`config.mk`:
```
export PLATFORM = sky130hd
export DESIGN_NAME = cmos_encode_v1
export DESIGN_NICKNAME = d
export VERILOG_FILES = /design/src/rtl/cmos_encode_v1.sv
export SDC_FILE = /design/constraint.sdc
export NUM_CORES = 1
export LEC_CHECK = 0
export BUFFER_PORTS_ARGS = -buffer_cell sky130_fd_sc_hd__buf_2
export CORE_MARGIN = 1.5
export CORE_UTILIZATION = 52
export CTS_CLUSTER_DIAMETER = 60
export DETAILED_ROUTE_END_ITERATION = 10
export GPL_ROUTABILITY_DRIVEN = 0
export MAX_ROUTING_LAYER = met4
export PLACE_DENSITY = 0.87
export SLEW_MARGIN = 20
export SYNTH_ARGS = -nofsm -noshare
export SYNTH_HDL_FRONTEND = slang
export SYNTH_SLANG_ARGS = --single-unit
```
`constraint.sdc`:
```
create_clock -name cmos_clk_i -period 3.8 [get_ports cmos_clk_i]
set_input_delay 0.76 -clock cmos_clk_i [delete_from_list [all_inputs] [get_ports cmos_clk_i]]
set_output_delay 0.76 -clock cmos_clk_i [all_outputs]
set_load 0.05 [all_outputs]
```
`src/rtl/cmos_encode_v1.sv`:
```
// cmos_encode_v1: DVP camera-sensor emulator. Serialises an RGB565 pixel stream
// onto an 8-bit parallel sensor bus with pixel clock, HREF and VSYNC.
// Build macro CMOS_ENC_PATTERN_EN: when defined, an internal 8-bar colour pattern
// replaces the upstream pixels (the pix_valid_i/pix_rgb565_i inputs are ignored).
// H_ACTIVE must be a multiple of 8; all vertical region lengths must be >= 1.
module cmos_encode_v1 #(
  parameter int unsigned H_ACTIVE = 640,
  parameter int unsigned H_BLANK  = 144,
  parameter int unsigned V_SYNC   = 3,
  parameter int unsigned V_BACK   = 17,
  parameter int unsigned V_ACTIVE = 480,
  parameter int unsigned V_FRONT  = 10
) (
  input  logic        cmos_clk_i,
  input  logic        rst_i,
  input  logic        enable_i,
  input  logic        pix_valid_i,
  input  logic [15:0] pix_rgb565_i,
  output logic        pix_ready_o,
  output logic        cmos_pclk_o,
  output logic        cmos_href_o,
  output logic        cmos_vsync_o,
  output logic [7:0]  cmos_data_o,
  output logic        frame_done_o,
  output logic        underflow_o,
  output logic [15:0] frame_cnt_o
);

  localparam int unsigned LINE_LEN = 2 * H_ACTIVE + H_BLANK;
  localparam int unsigned HREF_LEN = 2 * H_ACTIVE;
  localparam int unsigned XW       = (LINE_LEN > 1) ? $clog2(LINE_LEN) : 1;
  localparam int unsigned V_MAX_A  = (V_SYNC > V_BACK) ? V_SYNC : V_BACK;
  localparam int unsigned V_MAX_B  = (V_ACTIVE > V_FRONT) ? V_ACTIVE : V_FRONT;
  localparam int unsigned V_MAX    = (V_MAX_A > V_MAX_B) ? V_MAX_A : V_MAX_B;
  localparam int unsigned YW       = (V_MAX > 1) ? $clog2(V_MAX) : 1;

  typedef enum logic [2:0] {
    S_IDLE   = 3'd0,
    S_VSYNC  = 3'd1,
    S_VBACK  = 3'd2,
    S_ACTIVE = 3'd3,
    S_VFRONT = 3'd4
  } state_t;

  // Position registers describe the pclk period currently being emitted.
  state_t          r_state;
  logic [XW-1:0]   r_x;
  logic [YW-1:0]   r_y;
  logic            r_ph;

  logic            r_pix_ready;
  logic            r_href;
  logic            r_vsync;
  logic [7:0]      r_data;
  logic [7:0]      r_low;
  logic            r_frame_done;
  logic            r_underflow;
  logic [15:0]     r_frame_cnt;

  state_t          w_nxt_state;
  logic [XW-1:0]   w_nxt_x;
  logic [YW-1:0]   w_nxt_y;
  logic            w_line_end;
  logic            w_last_line;
  logic            w_nxt_href;
  logic            w_nxt_fetch;
  logic            w_nxt_frame_end;
  logic [15:0]     w_pixel;
  logic            w_starve;

  // Number of lines spent in each vertical region.
  function automatic int unsigned f_lines(input state_t s);
    int unsigned n;
    n = 1;
    case (s)
      S_VSYNC:  n = V_SYNC;
      S_VBACK:  n = V_BACK;
      S_ACTIVE: n = V_ACTIVE;
      S_VFRONT: n = V_FRONT;
      default:  n = 1;
    endcase
    return n;
  endfunction

  // Region that follows the current one; frame end re-checks the enable.
  function automatic state_t f_succ(input state_t s, input logic en);
    state_t n;
    n = S_IDLE;
    case (s)
      S_VSYNC:  n = S_VBACK;
      S_VBACK:  n = S_ACTIVE;
      S_ACTIVE: n = S_VFRONT;
      S_VFRONT: n = en ? S_VSYNC : S_IDLE;
      default:  n = S_IDLE;
    endcase
    return n;
  endfunction

  // Position of the next pclk period (x, y, region).
  always_comb begin
    w_line_end  = (32'(r_x) == LINE_LEN - 1);
    w_last_line = (32'(r_y) == f_lines(r_state) - 1);
    w_nxt_state = r_state;
    w_nxt_x     = r_x + XW'(1);
    w_nxt_y     = r_y;
    if (r_state == S_IDLE) begin
      w_nxt_x = '0;
      w_nxt_y = '0;
      if (enable_i) begin
        w_nxt_state = S_VSYNC;
      end
    end else if (w_line_end) begin
      w_nxt_x = '0;
      if (w_last_line) begin
        w_nxt_y     = '0;
        w_nxt_state = f_succ(r_state, enable_i);
      end else begin
        w_nxt_y = r_y + YW'(1);
      end
    end
  end

  // Attributes of the next pclk period.
  always_comb begin
    w_nxt_href      = (w_nxt_state == S_ACTIVE) && (32'(w_nxt_x) < HREF_LEN);
    w_nxt_fetch     = w_nxt_href && !w_nxt_x[0];
    w_nxt_frame_end = (w_nxt_state == S_VFRONT) &&
                      (32'(w_nxt_x) == LINE_LEN - 1) &&
                      (32'(w_nxt_y) == V_FRONT - 1);
  end

`ifdef CMOS_ENC_PATTERN_EN
  localparam int unsigned BAR_W = H_ACTIVE / 8;

  logic [2:0] w_bar;
  logic       w_unused_pix;

  // Colour-bar generator indexed by the pixel position within the line.
  always_comb begin
    w_bar        = 3'((32'(w_nxt_x) >> 1) / BAR_W);
    w_starve     = 1'b0;
    w_unused_pix = pix_valid_i ^ (^pix_rgb565_i);
    w_pixel      = 16'h0000;
    case (w_bar)
      3'd0:    w_pixel = 16'hFFFF;
      3'd1:    w_pixel = 16'hFFE0;
      3'd2:    w_pixel = 16'h07FF;
      3'd3:    w_pixel = 16'h07E0;
      3'd4:    w_pixel = 16'hF81F;
      3'd5:    w_pixel = 16'hF800;
      3'd6:    w_pixel = 16'h001F;
      default: w_pixel = 16'h0000;
    endcase
  end
`else
  // Upstream pixel; a missing pixel is replaced by black and flagged.
  always_comb begin
    w_starve = !pix_valid_i;
    w_pixel  = pix_valid_i ? pix_rgb565_i : 16'h0000;
  end
`endif

  // Phase, position and all registered outputs; stream outputs move on ph 1->0.
  always_ff @(posedge cmos_clk_i or posedge rst_i) begin
    if (rst_i) begin
      r_state      <= S_IDLE;
      r_x          <= '0;
      r_y          <= '0;
      r_ph         <= 1'b0;
      r_pix_ready  <= 1'b0;
      r_href       <= 1'b0;
      r_vsync      <= 1'b0;
      r_data       <= 8'h00;
      r_low        <= 8'h00;
      r_frame_done <= 1'b0;
      r_underflow  <= 1'b0;
      r_frame_cnt  <= 16'h0000;
    end else begin
      r_ph         <= ~r_ph;
      r_frame_done <= 1'b0;
      if (!r_ph) begin
        r_pix_ready <= w_nxt_fetch;
      end else begin
        r_pix_ready <= 1'b0;
        r_state     <= w_nxt_state;
        r_x         <= w_nxt_x;
        r_y         <= w_nxt_y;
        r_vsync     <= (w_nxt_state == S_VSYNC);
        r_href      <= w_nxt_href;
        if (r_pix_ready) begin
          r_data <= w_pixel[15:8];
          r_low  <= w_pixel[7:0];
          if (w_starve) begin
            r_underflow <= 1'b1;
          end
        end else if (w_nxt_href) begin
          r_data <= r_low;
        end else begin
          r_data <= 8'h00;
        end
        if (w_nxt_frame_end) begin
          r_frame_done <= 1'b1;
          r_frame_cnt  <= r_frame_cnt + 16'd1;
        end
      end
    end
  end

  assign pix_ready_o  = r_pix_ready;
  assign cmos_pclk_o  = r_ph;
  assign cmos_href_o  = r_href;
  assign cmos_vsync_o = r_vsync;
  assign cmos_data_o  = r_data;
  assign frame_done_o = r_frame_done;
  assign underflow_o  = r_underflow;
  assign frame_cnt_o  = r_frame_cnt;

endmodule

```
# Yosys cells after proc, flatten, opt, wreduce, memory -nomap -nowiden
# Cells that the tools add are included.
dict set report totals {
  ff_bits 61
  latch_bits 0
  ram_bits 0
  mem_bits_ro 0
  in_bits 20
  out_inout_bits 30
  n_memories 0
}
dict set report classes {
  addsub 4
  mul 0
  div_mod_pow 0
  magnitude_cmp 1
  eq_ne 11
  n_shift 0
  n_mux 18
  n_bitwise 2
  reduce_logical 9
}
# op n
set op_table {}
lappend op_table {{9-bit case mux with 4 select lines} 1}
lappend op_table {{9-bit by 32-bit == test with 1-bit output} 1}
lappend op_table {{32-bit by 1-bit subtractor with 32-bit output (second input constant)} 1}
lappend op_table {{9-bit 2-to-1 mux} 3}
lappend op_table {{11-bit == test (second input constant)} 2}
lappend op_table {{11-bit 2-to-1 mux} 2}
lappend op_table {{16-bit by 1-bit adder with 16-bit output (second input constant)} 1}
lappend op_table {{16-bit 2-to-1 mux} 1}
lappend op_table {{8-bit 2-to-1 mux} 2}
lappend op_table {{3-bit 2-to-1 mux} 4}
lappend op_table {{3-bit case mux with 4 select lines} 1}
lappend op_table {{11-bit by 1-bit adder with 11-bit output (second input constant)} 1}
lappend op_table {{11-bit < comparator (second input constant)} 1}
lappend op_table {{9-bit by 1-bit adder with 9-bit output (second input constant)} 1}
lappend op_table {{3-bit by 2-bit == test with 1-bit output (second input constant)} 3}
lappend op_table {{9-bit by 4-bit == test with 1-bit output (second input constant)} 1}
lappend op_table {{3-bit by 1-bit == test with 1-bit output (second input constant)} 2}
lappend op_table {{3-bit == test (second input constant)} 2}
lappend op_table {{1-bit logical AND} 4}
lappend op_table {{1-bit 2-to-1 mux} 4}
lappend op_table {{2-bit AND reduction} 2}
lappend op_table {{3-bit logical NOT} 1}
lappend op_table {{3-bit AND reduction} 1}
lappend op_table {{1-bit inverter} 2}
lappend op_table {{1-bit logical NOT} 1}

# Logic depth before layout (Yosys ltp)
dict set report logic_depth {
  ltp_word 12
  mapped_depth 16
  mapped_depth_nobuf 13
}

# Worst setup path before layout
# No wires, ideal clock.
dict set report synth_timing {
  kind {reg2reg}
  start {register r_state[2]}
  end {register r_frame_cnt[1], in the netlist frame_cnt_o[1]}
  setup_ns 0.125
  arrival_time_ns 3.557
  slack_ns 0.118
  path_stages_with_launch 15
  path_buffers 1
  cell_sequence {dfrtp_1 buf_2 nand3b_1 nand2_1 ha_1 ha_1 and2_1 ha_1 or4_1 a311oi_1 and4_1 nand2_1 o211ai_4 nand4b_1 mux2_2}
}
dict set report synth_via {
  elab_chain_cells 11
}
# item line_no
set synth_rtl {}
lappend synth_rtl {{start, declared} 46} ;# state_t r_state;
lappend synth_rtl {{start signal, assigned} 185} ;# r_state <= w_nxt_state;
lappend synth_rtl {{3-bit == test (tied with other cells)} {75, 89}}
lappend synth_rtl {{9-bit case mux with 4 select lines} 75} ;# case (s)
lappend synth_rtl {{32-bit by 1-bit subtractor with 32-bit output} 102} ;# w_last_line = (32'(r_y) == f_lines(r_state) - 1);
lappend synth_rtl {{9-bit by 32-bit == test with 1-bit output} 102}
lappend synth_rtl {{3-bit 2-to-1 mux} 114} ;# if (w_last_line) begin
lappend synth_rtl {{3-bit 2-to-1 mux} 112} ;# end else if (w_line_end) begin
lappend synth_rtl {{3-bit 2-to-1 mux} 106} ;# if (r_state == S_IDLE) begin
lappend synth_rtl {{3-bit == test} 127} ;# w_nxt_frame_end = (w_nxt_state == S_VFRONT) &&
lappend synth_rtl {{1-bit logical AND} 127}
lappend synth_rtl {{1-bit logical AND *} 128} ;# (32'(w_nxt_x) == LINE_LEN - 1) &&
lappend synth_rtl {{2-bit AND reduction (no source line) *} n/a}
lappend synth_rtl {{end signal, assigned} 203} ;# r_frame_cnt <= r_frame_cnt + 16'd1;
lappend synth_rtl {{end, declared} 58} ;# logic [15:0] r_frame_cnt;
# Mark *: on every way between the ends. The rest lies on a longest branch, timed or not.
# A chain may end at the register's enable or synchronous reset.

# Worst setup path after layout
dict set report layout_timing {
  start {register r_state[1]}
  end {register r_frame_cnt[9], in the netlist frame_cnt_o[9]}
}
# The elaborated chain is that of the path after synthesis.

==> results.yml <==
pwr:
  power_leakage_uw: 0.002042
  p_per_area_mw_per_mm2: 309.3
  totalPowerFinal_uw: 1400
  ir_drop_mv: 0.4796
sta:
  fin_skew_ps: 10.27
  slew_headroom_pct: 55.42
  hold_violations: 0
  worstMarginPinSlew_ps: 651.9
  post-route-period-util_pct: 98.83
  setup_violations: 0
  fmax_mhz: 266.3
  min_period_ps: 3756
  final_max_slew_viol_count: 0
yosys:
  synth_top_area_share_pct: 39.64
  synth.most_common_cell: "dfrtp_1"
  avgSynthCellArea_um2: 9.533
  synthTopCellsByCount: "dfrtp_1 (61), nand2_1 (49), o21ai_0 (31)"
  synth-edff-count: 0
  netlist_area_mm2: 0.003851
  synth_cells: 404
  synthTopCellsByArea: "dfrtp_1 (40%), nand2_1 (4.8%), xor2_1 (4.1%)"
  synth_nets: 433
  ys_ff_latch: 61
  yosys.area.top_type: "dfrtp_1"
  synth_flop_cell: "dfrtp_1"
  yosys_warnings: 0
  yosysSeqAreaShare_pct: 39.64
  async_flop_share_pct: 100.0
  synthDistinctLibCells: 70
critical_path:
  endpoint_kind: "register"
  crit_fanout: 15
  required_ps: 4070
  crit_arrival_ps: 4030
  cpMostUsedCell: "ha_1"
  critical_path_class: "register to register"
  crit_path_cell_trace: "or3b_4 > nand2_1 > ha_2 > ha_1 > and2_1 > ha_1 > xnor2_1 > a211oi_1 > nand4_1 > o21ai_2 > o211ai_4 > buf_6 > nor4_2 > xor2_1"
  slowest_delay_ps: 450
  critPathLaunchType: "register"
  crit_slowest_cell: "dfrtp_1"
placed_design:
  portBuffers: 49
  place_area_mm2: 0.004167
  hpwlAfterDp_um: 6729
grt:
  grt_pass1_wl_um: 15250
  grt_max_degree: 36
  overflow: 0
  antenna_found_initial: 0
  grtUsageTotal_pct: 26.07
  grt_pass1_vias: 3154
floorplanning:
  fp.dieArea_mm2: 0.007932
  pin_count: 50
  row_count: 31
  initial_core_util_pct: 53.38
  chipHeight_um: 89.06
  core_area_mm2: 0.007214
  die_w_um: 89.06
layout:
  insertedDiodeCount: 0
  post_route_cells_drive_above_1_share_pct: 26.43
  fillerInstances: 586
  fin_area_mm2: 0.004526
  area_delta_synth_final_pct: 17.51
  layout.nets: 478
cts:
  cts_buffer_depth: 2
  clock-sinks: 61
  holdBufCountCts: 0
  clkTransAtPathRegs_ps: 80
  htreeDepth: 3
  cts_tree: "built"
  cts_root_buffer: "clkbuf_8"
  numCtsBuffers: 9
  clk_latency_ps: 350
drt:
  drt-wirelength-per-cell_um: 18.35
  post-route-drc-count: 0
  routed_via_density: 6.367
  drt_first_pass_iters: 5
  vias: 3521
  antenna_left: 0
  wirelength_um: 10150
  drt_iter0_markers: 380
run_status:
  run_status: "completed"
hold_path:
  min_path_type: "primary input to asynchronous set/reset pin"
job:
  drv_cap: 0
==> registers in the layout, summed over array words and instances (netlist names) <==
| signal | cells |
|---|---|
| frame_cnt_o | 16 |
| frame_done_o | 1 |
| cmos_data_o | 8 |
| pix_ready_o | 1 |
| r_x | 11 |
| cmos_vsync_o | 1 |
| r_low | 8 |
| cmos_pclk_o | 1 |
| underflow_o | 1 |
| r_state | 3 |
| cmos_href_o | 1 |
| r_y | 9 |
==> area by class of cell <==
type	count	area (µm²)	share of cell area [%]
Multi-Input combinational cell	304	2228	49.24
Inverter	8	30.03	0.6635
Clock buffer	10	137.6	3.041
Clock inverter	6	110.1	2.433
Timing Repair Buffer	65	369.1	8.156
Sequential cell	61	1526	33.73
Tap cell	99	123.9	2.737
==> kinds of logic after synthesis <==
| family | after synthesis | synth area share (%) |
|---|---|---|
| AO/OA/AOI/OAI | 82 | 15.34 |
| adder cells (fa/ha/maj) | 9 | 2.924 |
| AND/OR/NAND/NOR | 177 | 28.88 |
| flip-flops | 61 | 39.64 |
| XOR/XNOR | 30 | 6.823 |
| buffers and inverters | 39 | 4.711 |
| multiplexers | 6 | 1.689 |
==> report_power, final <==
group	internal [µW]	total (µW)	switching, µW
Sequential	650	650	0.277
Clock	452	721	269
Combinational	9.09	28.8	19.7
==> metrics by stage <==
stage / setup TNS (ps) / worst slack [ps] / hold WS (ps) / util [%] / instances
4_1_cts: 0 / 15.86 / 467.1 / 61.52 / 551
5_1_grt: -1146 / -91.78 / 475.9 / 62.73 / 553
3_5_place_dp: -31.38 / -13.36 / 454.8 / 57.75 / 534
6_report: 0 / 44.28 / 454.9 / 62.73 / 553
3_3_place_gp: 0 / 192.0 / 455.9 / 57.75 / 534
2_1_floorplan: 0 / 118.3 / 450.2 / - / 404
==> worst max-delay path: cells and delay by family (launching register included) <==
family | cells | cell delay, ps
fa+ha+maj | 3 | 690
flops | 1 | 450
xor+xnor | 2 | 360
simple gates | 5 | 1250
buf+inv | 1 | 200
compound gates | 3 | 710
==> worst paths after layout <==
kind	slack, ps	depth (start not counted)	to	startpoint
setup / recovery	40	14	frame_cnt_o[9]$_DFFE_PP0P_	r_state[1]$_DFFE_PP0P_
hold / removal	450	2	cmos_data_o[4]$_DFFE_PP0P_	rst_i
setup reg to reg	40	14	frame_cnt_o[9]$_DFFE_PP0P_	r_state[1]$_DFFE_PP0P_
hold reg to reg	470	1	frame_cnt_o[15]$_DFFE_PP0P_	frame_cnt_o[15]$_DFFE_PP0P_
max in group asynchronous	2490	3	frame_cnt_o[1]$_DFFE_PP0P_	rst_i
min in group cmos_clk_i	470	1	frame_cnt_o[15]$_DFFE_PP0P_	frame_cnt_o[15]$_DFFE_PP0P_
==> cells in the final DEF (no fill, tap or decap), drive strengths merged, types with 4 or more instances in the layout <==
| master | count |
|---|---|
| a21oi | 4 |
| a221o | 8 |
| and2 | 8 |
| and3 | 13 |
| buf | 65 |
| clkbuf | 10 |
| dfrtp | 61 |
| ha | 9 |
| inv | 8 |
| mux2 | 4 |
| nand2 | 49 |
| nand2b | 6 |
| nand3 | 24 |
| nand4 | 9 |
| nor2 | 10 |
| nor3 | 11 |
| nor4 | 22 |
| o21ai | 33 |
| o31ai | 4 |
| xnor2 | 12 |
| xor2 | 18 |
==> per-layer routing <==
layer / GRT usage [%] / wire length, µm / up-vias
li1: - / - / 1588
met1: 30.85 / 4119 / 1696
met2: 40.77 / 4882 / 195
met3: 7.664 / 813 / 42
met4: 12.73 / 334 / 0
met5: - / 0 / -
==> repair_timing <==
| action | 4_1_cts | 5_1_grt |
|---|---|---|
| gates resized for setup | 4 | 12 |
| hold endpoints to repair | 0 | 0 |
| cloned | 0 | 0 |
| endpoints found under the setup margin | 10 | 24 |
| buffers inserted | 1 | 2 |
| pin swaps | 1 | 5 |
Power figures use the tool's default switching activity.
